$ cat src/rtl/episode_driver_pkg.sv
// ---------------------------------------------------------------------------
// Module : episode_driver_pkg
// Shared constants, action encodings, FSM states and LFSR step for the episode driver.
// Rev    : 1.0
// ---------------------------------------------------------------------------
`default_nettype none

package episode_driver_pkg;

    localparam int c_DATA_WIDTH     = 32;
    localparam int c_STATES_WIDTH   = 4;
    localparam int c_ACTIONS_WIDTH  = 2;
    localparam int c_GRID_W         = 4;
    localparam int c_GRID_H         = 4;
    localparam int c_START_ST       = 0;
    localparam int c_GOAL_ST        = 15;
    localparam int c_NUMBER_OF_LOOP = 100;
    localparam int c_NUMBER_OF_STEP = 50;
    localparam int c_TIMEOUT        = 1023;

    // Rewards in Q16.16: +1.0, -0.5 and -0.01 (truncated toward zero)
    localparam int c_FRAC_BITS      = 16;
    localparam int c_REWARD_GOAL    = 1 <<< c_FRAC_BITS;
    localparam int c_REWARD_WALL    = -(1 <<< (c_FRAC_BITS - 1));
    localparam int c_REWARD_STEP    = -((1 <<< c_FRAC_BITS) / 100);

    localparam logic [15:0] c_LFSR_SEED = 16'hACE1;
    localparam logic [15:0] c_LFSR_MASK = 16'hB400;

    localparam int c_ACT_UP    = 0;
    localparam int c_ACT_DOWN  = 1;
    localparam int c_ACT_LEFT  = 2;
    localparam int c_ACT_RIGHT = 3;

    typedef enum logic [2:0] {
        S_IDLE    = 3'd0,
        S_ISSUE   = 3'd1,
        S_WAIT    = 3'd2,
        S_ADVANCE = 3'd3,
        S_FLUSH   = 3'd4,
        S_DONE    = 3'd5
    } state_t;

    function automatic logic [15:0] lfsr_next(input logic [15:0] v);
        lfsr_next = v[0] ? ((v >> 1) ^ c_LFSR_MASK) : (v >> 1);
    endfunction

endpackage

`default_nettype wire

$ cat src/rtl/episode_driver_grid_env.sv
// ---------------------------------------------------------------------------
// Module : episode_driver_grid_env
// Combinational grid-world step: (state, action) -> (next state, reward).
// Rev    : 1.0
// ---------------------------------------------------------------------------
`default_nettype none

module episode_driver_grid_env
    import episode_driver_pkg::*;
#(
    parameter int DATA_WIDTH    = c_DATA_WIDTH,
    parameter int STATES_WIDTH  = c_STATES_WIDTH,
    parameter int ACTIONS_WIDTH = c_ACTIONS_WIDTH,
    parameter int GRID_W        = c_GRID_W,
    parameter int GRID_H        = c_GRID_H,
    parameter int GOAL_ST       = c_GOAL_ST,
    parameter int REWARD_GOAL   = c_REWARD_GOAL,
    parameter int REWARD_WALL   = c_REWARD_WALL,
    parameter int REWARD_STEP   = c_REWARD_STEP
) (
    input  logic [STATES_WIDTH-1:0]  i_st,
    input  logic [ACTIONS_WIDTH-1:0] i_at,
    output logic [STATES_WIDTH-1:0]  o_next_st,
    output logic [DATA_WIDTH-1:0]    o_rt
);

    localparam int c_COL_W = $clog2(GRID_W);
    localparam int c_ROW_W = $clog2(GRID_H);

    logic [c_ROW_W-1:0]         w_row, w_nrow;
    logic [c_COL_W-1:0]         w_col, w_ncol;
    logic                       w_wall;
    logic [STATES_WIDTH-1:0]    w_moved;

    assign w_col = i_st[c_COL_W-1:0];
    assign w_row = i_st[c_COL_W +: c_ROW_W];

    always_comb begin
        w_wall = 1'b0;
        w_nrow = w_row;
        w_ncol = w_col;
        case (i_at)
            ACTIONS_WIDTH'(c_ACT_UP): begin
                if (w_row == '0) w_wall = 1'b1;
                else             w_nrow = w_row - 1'b1;
            end
            ACTIONS_WIDTH'(c_ACT_DOWN): begin
                if (w_row == c_ROW_W'(GRID_H - 1)) w_wall = 1'b1;
                else                               w_nrow = w_row + 1'b1;
            end
            ACTIONS_WIDTH'(c_ACT_LEFT): begin
                if (w_col == '0) w_wall = 1'b1;
                else             w_ncol = w_col - 1'b1;
            end
            ACTIONS_WIDTH'(c_ACT_RIGHT): begin
                if (w_col == c_COL_W'(GRID_W - 1)) w_wall = 1'b1;
                else                               w_ncol = w_col + 1'b1;
            end
            default: w_wall = 1'b0;
        endcase
    end

    assign w_moved = STATES_WIDTH'({w_nrow, w_ncol});

    // Border hit outranks the goal test: a blocked move never scores the goal.
    always_comb begin
        if (w_wall) begin
            o_next_st = i_st;
            o_rt      = DATA_WIDTH'(REWARD_WALL);
        end else if (w_moved == STATES_WIDTH'(GOAL_ST)) begin
            o_next_st = w_moved;
            o_rt      = DATA_WIDTH'(REWARD_GOAL);
        end else begin
            o_next_st = w_moved;
            o_rt      = DATA_WIDTH'(REWARD_STEP);
        end
    end

endmodule

`default_nettype wire

$ cat src/rtl/episode_driver.sv
// ---------------------------------------------------------------------------
// Module : episode_driver
// Q-learning transaction initiator: walks the grid with LFSR actions, one update in flight.
// Rev    : 1.0
// ---------------------------------------------------------------------------
`default_nettype none

module episode_driver
    import episode_driver_pkg::*;
#(
    parameter int          DATA_WIDTH     = c_DATA_WIDTH,
    parameter int          STATES_WIDTH   = c_STATES_WIDTH,
    parameter int          ACTIONS_WIDTH  = c_ACTIONS_WIDTH,
    parameter int          GRID_W         = c_GRID_W,
    parameter int          GRID_H         = c_GRID_H,
    parameter int          START_ST       = c_START_ST,
    parameter int          GOAL_ST        = c_GOAL_ST,
    parameter int          NUMBER_OF_LOOP = c_NUMBER_OF_LOOP,
    parameter int          NUMBER_OF_STEP = c_NUMBER_OF_STEP,
    parameter int          REWARD_GOAL    = c_REWARD_GOAL,
    parameter int          REWARD_WALL    = c_REWARD_WALL,
    parameter int          REWARD_STEP    = c_REWARD_STEP,
    parameter logic [15:0] LFSR_SEED      = c_LFSR_SEED,
    parameter int          TIMEOUT        = c_TIMEOUT
) (
    input  logic                     clk,
    input  logic                     rst_n,
    input  logic                     i_start,
    input  logic                     i_q_done,
    output logic                     o_valid,
    output logic [STATES_WIDTH-1:0]  o_st,
    output logic [STATES_WIDTH-1:0]  o_next_st,
    output logic [ACTIONS_WIDTH-1:0] o_at,
    output logic [DATA_WIDTH-1:0]    o_rt,
    output logic                     o_write_file_en,
    output logic                     o_busy,
    output logic                     o_done,
    output logic                     o_error
);

    localparam int c_STEP_W = $clog2(NUMBER_OF_STEP + 1);
    localparam int c_EP_W   = $clog2(NUMBER_OF_LOOP + 1);
    localparam int c_WAIT_W = $clog2(TIMEOUT + 1);

    state_t                     r_state, w_state_nxt;
    logic [c_STEP_W-1:0]        r_step;
    logic [c_EP_W-1:0]          r_episode;
    logic [c_WAIT_W-1:0]        r_wait_cnt;
    logic [15:0]                r_lfsr;
    logic                       r_q_pend;
    logic                       r_error;
    logic [STATES_WIDTH-1:0]    r_st, r_next_st;
    logic [ACTIONS_WIDTH-1:0]   r_at;
    logic [DATA_WIDTH-1:0]      r_rt;

    logic                       w_run_start, w_ep_end, w_last, w_done_seen, w_timeout;
    logic [15:0]                w_lfsr_adv;
    logic [STATES_WIDTH-1:0]    w_st_adv, w_env_st, w_env_next;
    logic [ACTIONS_WIDTH-1:0]   w_env_at;
    logic [DATA_WIDTH-1:0]      w_env_rt;

    assign w_run_start = ((r_state == S_IDLE) || (r_state == S_DONE)) && i_start;
    assign w_ep_end    = (r_step == c_STEP_W'(NUMBER_OF_STEP - 1));
    assign w_last      = w_ep_end && (r_episode == c_EP_W'(NUMBER_OF_LOOP - 1));
    assign w_done_seen = i_q_done || r_q_pend;
    assign w_timeout   = !w_done_seen && (r_wait_cnt == c_WAIT_W'(TIMEOUT - 1));
    assign w_lfsr_adv  = lfsr_next(r_lfsr);
    assign w_st_adv    = (r_next_st == STATES_WIDTH'(GOAL_ST)) ? STATES_WIDTH'(START_ST) : r_next_st;

    // The environment is evaluated on the state/action the next ISSUE will present,
    // so the transaction fields can be registered on entry to ISSUE.
    assign w_env_st = (r_state == S_ADVANCE) ? w_st_adv : STATES_WIDTH'(START_ST);
    assign w_env_at = (r_state == S_ADVANCE) ? w_lfsr_adv[ACTIONS_WIDTH-1:0]
                                             : LFSR_SEED[ACTIONS_WIDTH-1:0];

    episode_driver_grid_env #(
        .DATA_WIDTH    (DATA_WIDTH),
        .STATES_WIDTH  (STATES_WIDTH),
        .ACTIONS_WIDTH (ACTIONS_WIDTH),
        .GRID_W        (GRID_W),
        .GRID_H        (GRID_H),
        .GOAL_ST       (GOAL_ST),
        .REWARD_GOAL   (REWARD_GOAL),
        .REWARD_WALL   (REWARD_WALL),
        .REWARD_STEP   (REWARD_STEP)
    ) u_env (
        .i_st      (w_env_st),
        .i_at      (w_env_at),
        .o_next_st (w_env_next),
        .o_rt      (w_env_rt)
    );

    always_comb begin
        w_state_nxt = r_state;
        case (r_state)
            S_IDLE:    if (i_start) w_state_nxt = S_ISSUE;
            S_ISSUE:   w_state_nxt = S_WAIT;
            S_WAIT: begin
                if (w_done_seen)    w_state_nxt = S_ADVANCE;
                else if (w_timeout) w_state_nxt = S_DONE;
            end
            S_ADVANCE: w_state_nxt = w_last ? S_FLUSH : S_ISSUE;
            S_FLUSH:   w_state_nxt = S_DONE;
            S_DONE:    if (i_start) w_state_nxt = S_ISSUE;
            default:   w_state_nxt = S_IDLE;
        endcase
    end

    always_ff @(posedge clk) begin
        if (!rst_n) begin
            r_state    <= S_IDLE;
            r_step     <= '0;
            r_episode  <= '0;
            r_wait_cnt <= '0;
            r_lfsr     <= LFSR_SEED;
            r_q_pend   <= 1'b0;
            r_error    <= 1'b0;
            r_st       <= '0;
            r_next_st  <= '0;
            r_at       <= '0;
            r_rt       <= '0;
        end else begin
            r_state <= w_state_nxt;

            if (w_run_start) begin
                r_step    <= '0;
                r_episode <= '0;
                r_lfsr    <= LFSR_SEED;
                r_error   <= 1'b0;
            end

            if (r_state == S_ISSUE) begin
                r_wait_cnt <= '0;
                r_q_pend   <= i_q_done;
            end

            if (r_state == S_WAIT) begin
                r_wait_cnt <= r_wait_cnt + 1'b1;
                r_q_pend   <= 1'b0;
                if (w_timeout) r_error <= 1'b1;
            end

            if (r_state == S_ADVANCE) begin
                r_lfsr <= w_lfsr_adv;
                if (w_ep_end) begin
                    r_step    <= '0;
                    r_episode <= r_episode + 1'b1;
                end else begin
                    r_step <= r_step + 1'b1;
                end
            end

            if (w_state_nxt == S_ISSUE) begin
                r_st      <= w_env_st;
                r_next_st <= w_env_next;
                r_at      <= w_env_at;
                r_rt      <= w_env_rt;
            end
        end
    end

    assign o_valid         = (r_state == S_ISSUE);
    assign o_write_file_en = (r_state == S_FLUSH);
    assign o_busy          = (r_state == S_ISSUE) || (r_state == S_WAIT) ||
                             (r_state == S_ADVANCE) || (r_state == S_FLUSH);
    assign o_done          = (r_state == S_DONE);
    assign o_error         = r_error;
    assign o_st            = r_st;
    assign o_next_st       = r_next_st;
    assign o_at            = r_at;
    assign o_rt            = r_rt;

endmodule

`default_nettype wire

$ cat config.mk
export PLATFORM = sky130hd
export DESIGN_NAME = episode_driver
export DESIGN_NICKNAME = d
export VERILOG_FILES = /design/src/rtl/episode_driver_pkg.sv /design/src/rtl/episode_driver_grid_env.sv /design/src/rtl/episode_driver.sv
export SDC_FILE = /design/constraint.sdc
export NUM_CORES = 1
export LEC_CHECK = 0
export CAP_MARGIN = 25
export CORE_UTILIZATION = 57
export DETAILED_ROUTE_END_ITERATION = 10
export PLACE_DENSITY = 0.83
export SLEW_MARGIN = 0
export SYNTH_ARGS = -nofsm -noshare
export SYNTH_HDL_FRONTEND = slang
export SYNTH_HIERARCHICAL = 1
export SYNTH_SLANG_ARGS = --single-unit
$ cat constraint.sdc
create_clock -name clk -period 3.6 [get_ports clk]
set_input_delay 0.54 -clock clk [delete_from_list [all_inputs] [get_ports clk]]
set_output_delay 0.54 -clock clk [all_outputs]
set_load 0.03 [all_outputs]
==> flow_summary_export.csv <==
group,metric,value,unit
die,die_area,7921,um2
die,die_h,89,um
synthesis,synth_edf_count,0,
route,firstDrtPassIters,4,
synthesis,synthTopCellsByArea,"dfxtp_1, mux2i_1, nand2_1",
global_routing,grt_usage,21.77,%
timing,tns,0,ns
route,met1_length,3816,um
timing,drv_slew,0,
power,powerDensity,464.3,nW/um2
route,maxUsedRoutingLayer,"met4",
worst_setup_path,reg2reg_from,"r_state[1]$_SDFF_PN0_",
worst_setup_path,max_stage_delay,0.68,ns
power,vdd_drop_max,0.0003339,V
worst_setup_path,path_delay_family,"buffers and inverters",
power,fin_total_pwr,2.225,mW
hold_path,min_to,"r_lfsr[8]$_SDFFE_PN0P_",
route,met2_length,3971,um
global_routing,grt_max_degree,104,
route,wire_per_inst,13.01,um
global_routing,antenna_found_initial,0,
die,initial_core_util,59.16,%
worst_setup_path,cp_num_buf_inv,3,
worst_setup_path,start_kind,"register",
finish,final_common_cell,"nand2_1",
worst_setup_path,worstPathMaxFanout,17,
synthesis,synth_top_area_cell,"dfxtp_1",
status,run_status,"finished, final reports clean",
timing,hold_violations,0,
route,wl_met3,291,um
placement,place_hpwl,5540,um
cts,cts_num_sinks,86,
placement,dp_slack,0.7909,ns
cts,cts_buffers,9,
die,io_pins,51,
placement,numPortBuffers,50,
finish,fin_cells,631,
hold_path,min_path_cells,2,
cts,post_cts_resize_count,0,
cts,htree_num_levels,3,
route,drt-total-wl,8209,um
finish,nets,536,
route,antenna_left,0,
timing,final.setup_skew,0.01731,ns
finish,design_area,4791,um2
worst_setup_path,cp_cell_sequence,"inv_1, or3_1, inv_1, clkdlybuf4s50_1",
worst_setup_path,cp_common_cell,"inv_1",
finish,register_area,1722,um2
timing,timing.fmax,325.0,MHz
placement,place.gp.congestion,0.7628,
job,maxCapViolCount,0,
worst_setup_path,critPathCaptureType,"primary output",
finish,drive_gt1_share,6.203,%
route,drc,0,
power,cellLeakagePower,1.856,nW
finish,n_antenna_cell,0,
die,rows,31,
die,die_w,89,um
worst_setup_path,critPathRequiredTime,3.06,ns
finish,multi_input_area,2181,um2
synthesis,synth_flop_cell,"dfxtp_1",
cts,cts_setup_buffers,0,
worst_setup_path,r2r_slack,0.78,ns
placement,dpl_cell_area,4593,um2
route,viasPerCell,5.429,
die,coreArea,7292,um2
global_routing,grt_pass1_vias,3030,
global_routing,grt_pass1_wl,13480,um
placement,placedCellCount,615,
synthesis,synth_cells,519,
synthesis,yosysSeqAreaShare,39.91,%
finish,final_cell_mix,"nand2_1, dfxtp_1, clkdlybuf4s50_1, mux2i_1, nor2_1",
worst_setup_path,cp.arrival,2.54,ns
hold_path,hold_start,"r_lfsr[9]$_SDFFE_PN0P_",
worst_setup_path,crit_type,"reg -> out",
worst_setup_path,r2r-end,"o_rt[13]$_SDFFE_PN0N_",
timing,worst_pin_slew,0.9042,ns
cts,ctsHoldBuffers,0,
route,vias,3426,
cts,cts_tree,"built",
timing,fin_crit_sh,85.46,%
synthesis,synth_top_area_share,39.91,%
synthesis,netlist_area,4314,um2
worst_setup_path,critical-path-slowest-cell,"dfxtp_1",
synthesis,syn_avg_cell_area,8.312,um2
timing,setup_ws,0.5233,ns
timing,finalCriticalPeriod,3.077,ns
cts,path_clk_slew,0.10,ns
timing,setup_viol,0,
finish,fill_cells,645,
timing,rsz0062_at_grt,"no",
cts,root_buffer,"clkbuf_8",
synthesis,ys_ff_latch,86,
global_routing,grt_overflow_total,0,
synthesis,async_flop_share,0,%
worst_setup_path,reg2regPathDepth,8,
hold_path,min_path_type,"reg -> reg",
finish,syn2layout_area_growth,11.05,%
timing,hold-worst-slack,0.4516,ns
synthesis,ys_warn_count,6,
cts,clock_latency,0.36,ns
finish,utilization,65.70,%
route,drtIter0Drc,150,
synthesis,netlist-cell-type-count,55,
cts,clock_path_buffers,2,
timing,max_slew_margin,39.72,%
layer usage:
metal	GRT usage (%)	vias up
met5	0	-
li1	-	1749
met3	4.340	8
met1	26.39	1596
met2	38.04	73
met4	8.658	0
synth_stat cells, types with 2 or more instances:
cell and instances:
nand2_1 109, dfxtp_1 86, mux2i_1 47, nor2_1 32, buf_4 31, a21oi_1 26
clkbuf_1 24, nand3_1 24, o21ai_0 20, and3_1 8, nor3_1 8, inv_1 7
and2_1 6, buf_6 6, nand2b_1 6, ha_1 5, nand4_1 5, nor2b_1 4
nor3b_1 4, a2bb2oi_1 3, mux2_2 3, nand3b_1 3, o211ai_1 3, o21ai_1 3
or3b_1 3, xor2_1 3, a21boi_0 2, a21boi_1 2, and3b_1 2, buf_2 2
conb_1 2, o22ai_1 2, o31a_1 2, o31ai_1 2, or3_1 2, or4_1 2
xnor2_1 2
registers in the layout, indices dropped and copies added, names as in the netlist:
register and count:
o_at 2, o_st 4, o_next_st 4, r_q_pend 1, r_episode 7, r_state 3
r_lfsr 16, r_step 6, o_error 1, o_rt 32, r_wait_cnt 10
cells by family (layout without fill, tap and decap cells):
| group | count (synthesis) | after routing | share of synthesized area (%) |
|---|---|---|---|
| flip-flops | 86 | 86 | 39.91 |
| multiplexers | 50 | 50 | 11.69 |
| AND/OR/NAND/NOR | 225 | 225 | 25.12 |
| other | 2 | 6 | 0.1741 |
| XOR/XNOR | 5 | 5 | 1.015 |
| buffers and inverters | 70 | 79 | 9.890 |
| AO/OA/AOI/OAI | 76 | 76 | 10.76 |
| adder cells (fa/ha/maj) | 5 | 5 | 1.450 |
area by class of cell:
cell class / count / area share, %
Multi-Input combinational cell: 367 / 45.52
Sequential cell: 86 / 35.94
Timing Repair Buffer: 56 / 11.28
Clock buffer: 9 / 2.586
Tap cell: 99 / 2.586
Clock inverter: 7 / 1.541
Inverter: 7 / 0.5484
worst max path at each step:
stage                                     start                   endpoint  slack, ns  cells after the start
after global routing      r_state[0]$_SDFF_PN0_                    o_valid       0.39                      4
after detailed placement  r_state[1]$_SDFF_PN0_      o_rt[13]$_SDFFE_PN0N_       0.79                      8
after floorplan           r_state[0]$_SDFF_PN0_       o_rt[8]$_SDFFE_PN0N_       1.11                     12
after global placement                 i_q_done  o_next_st[3]$_SDFFE_PN0N_       0.92                      7
final                     r_state[0]$_SDFF_PN0_                    o_valid       0.52                      4
after CTS                 r_state[0]$_SDFF_PN0_                    o_valid       0.52                      4
power by group:
| group | switching, mW | internal (mW) |
|---|---|---|
| Combinational | 0.288 | 0.203 |
| Clock | 0.389 | 0.273 |
| Sequential | 0.0489 | 1.02 |
tightest hold or removal path: stages, from the launching register on:
cell and delay [ns]:
dfxtp_1 0.32, nand2_1 0.05, a21oi_1 0.05
Note: power is estimated with default switching activity, not from simulation.
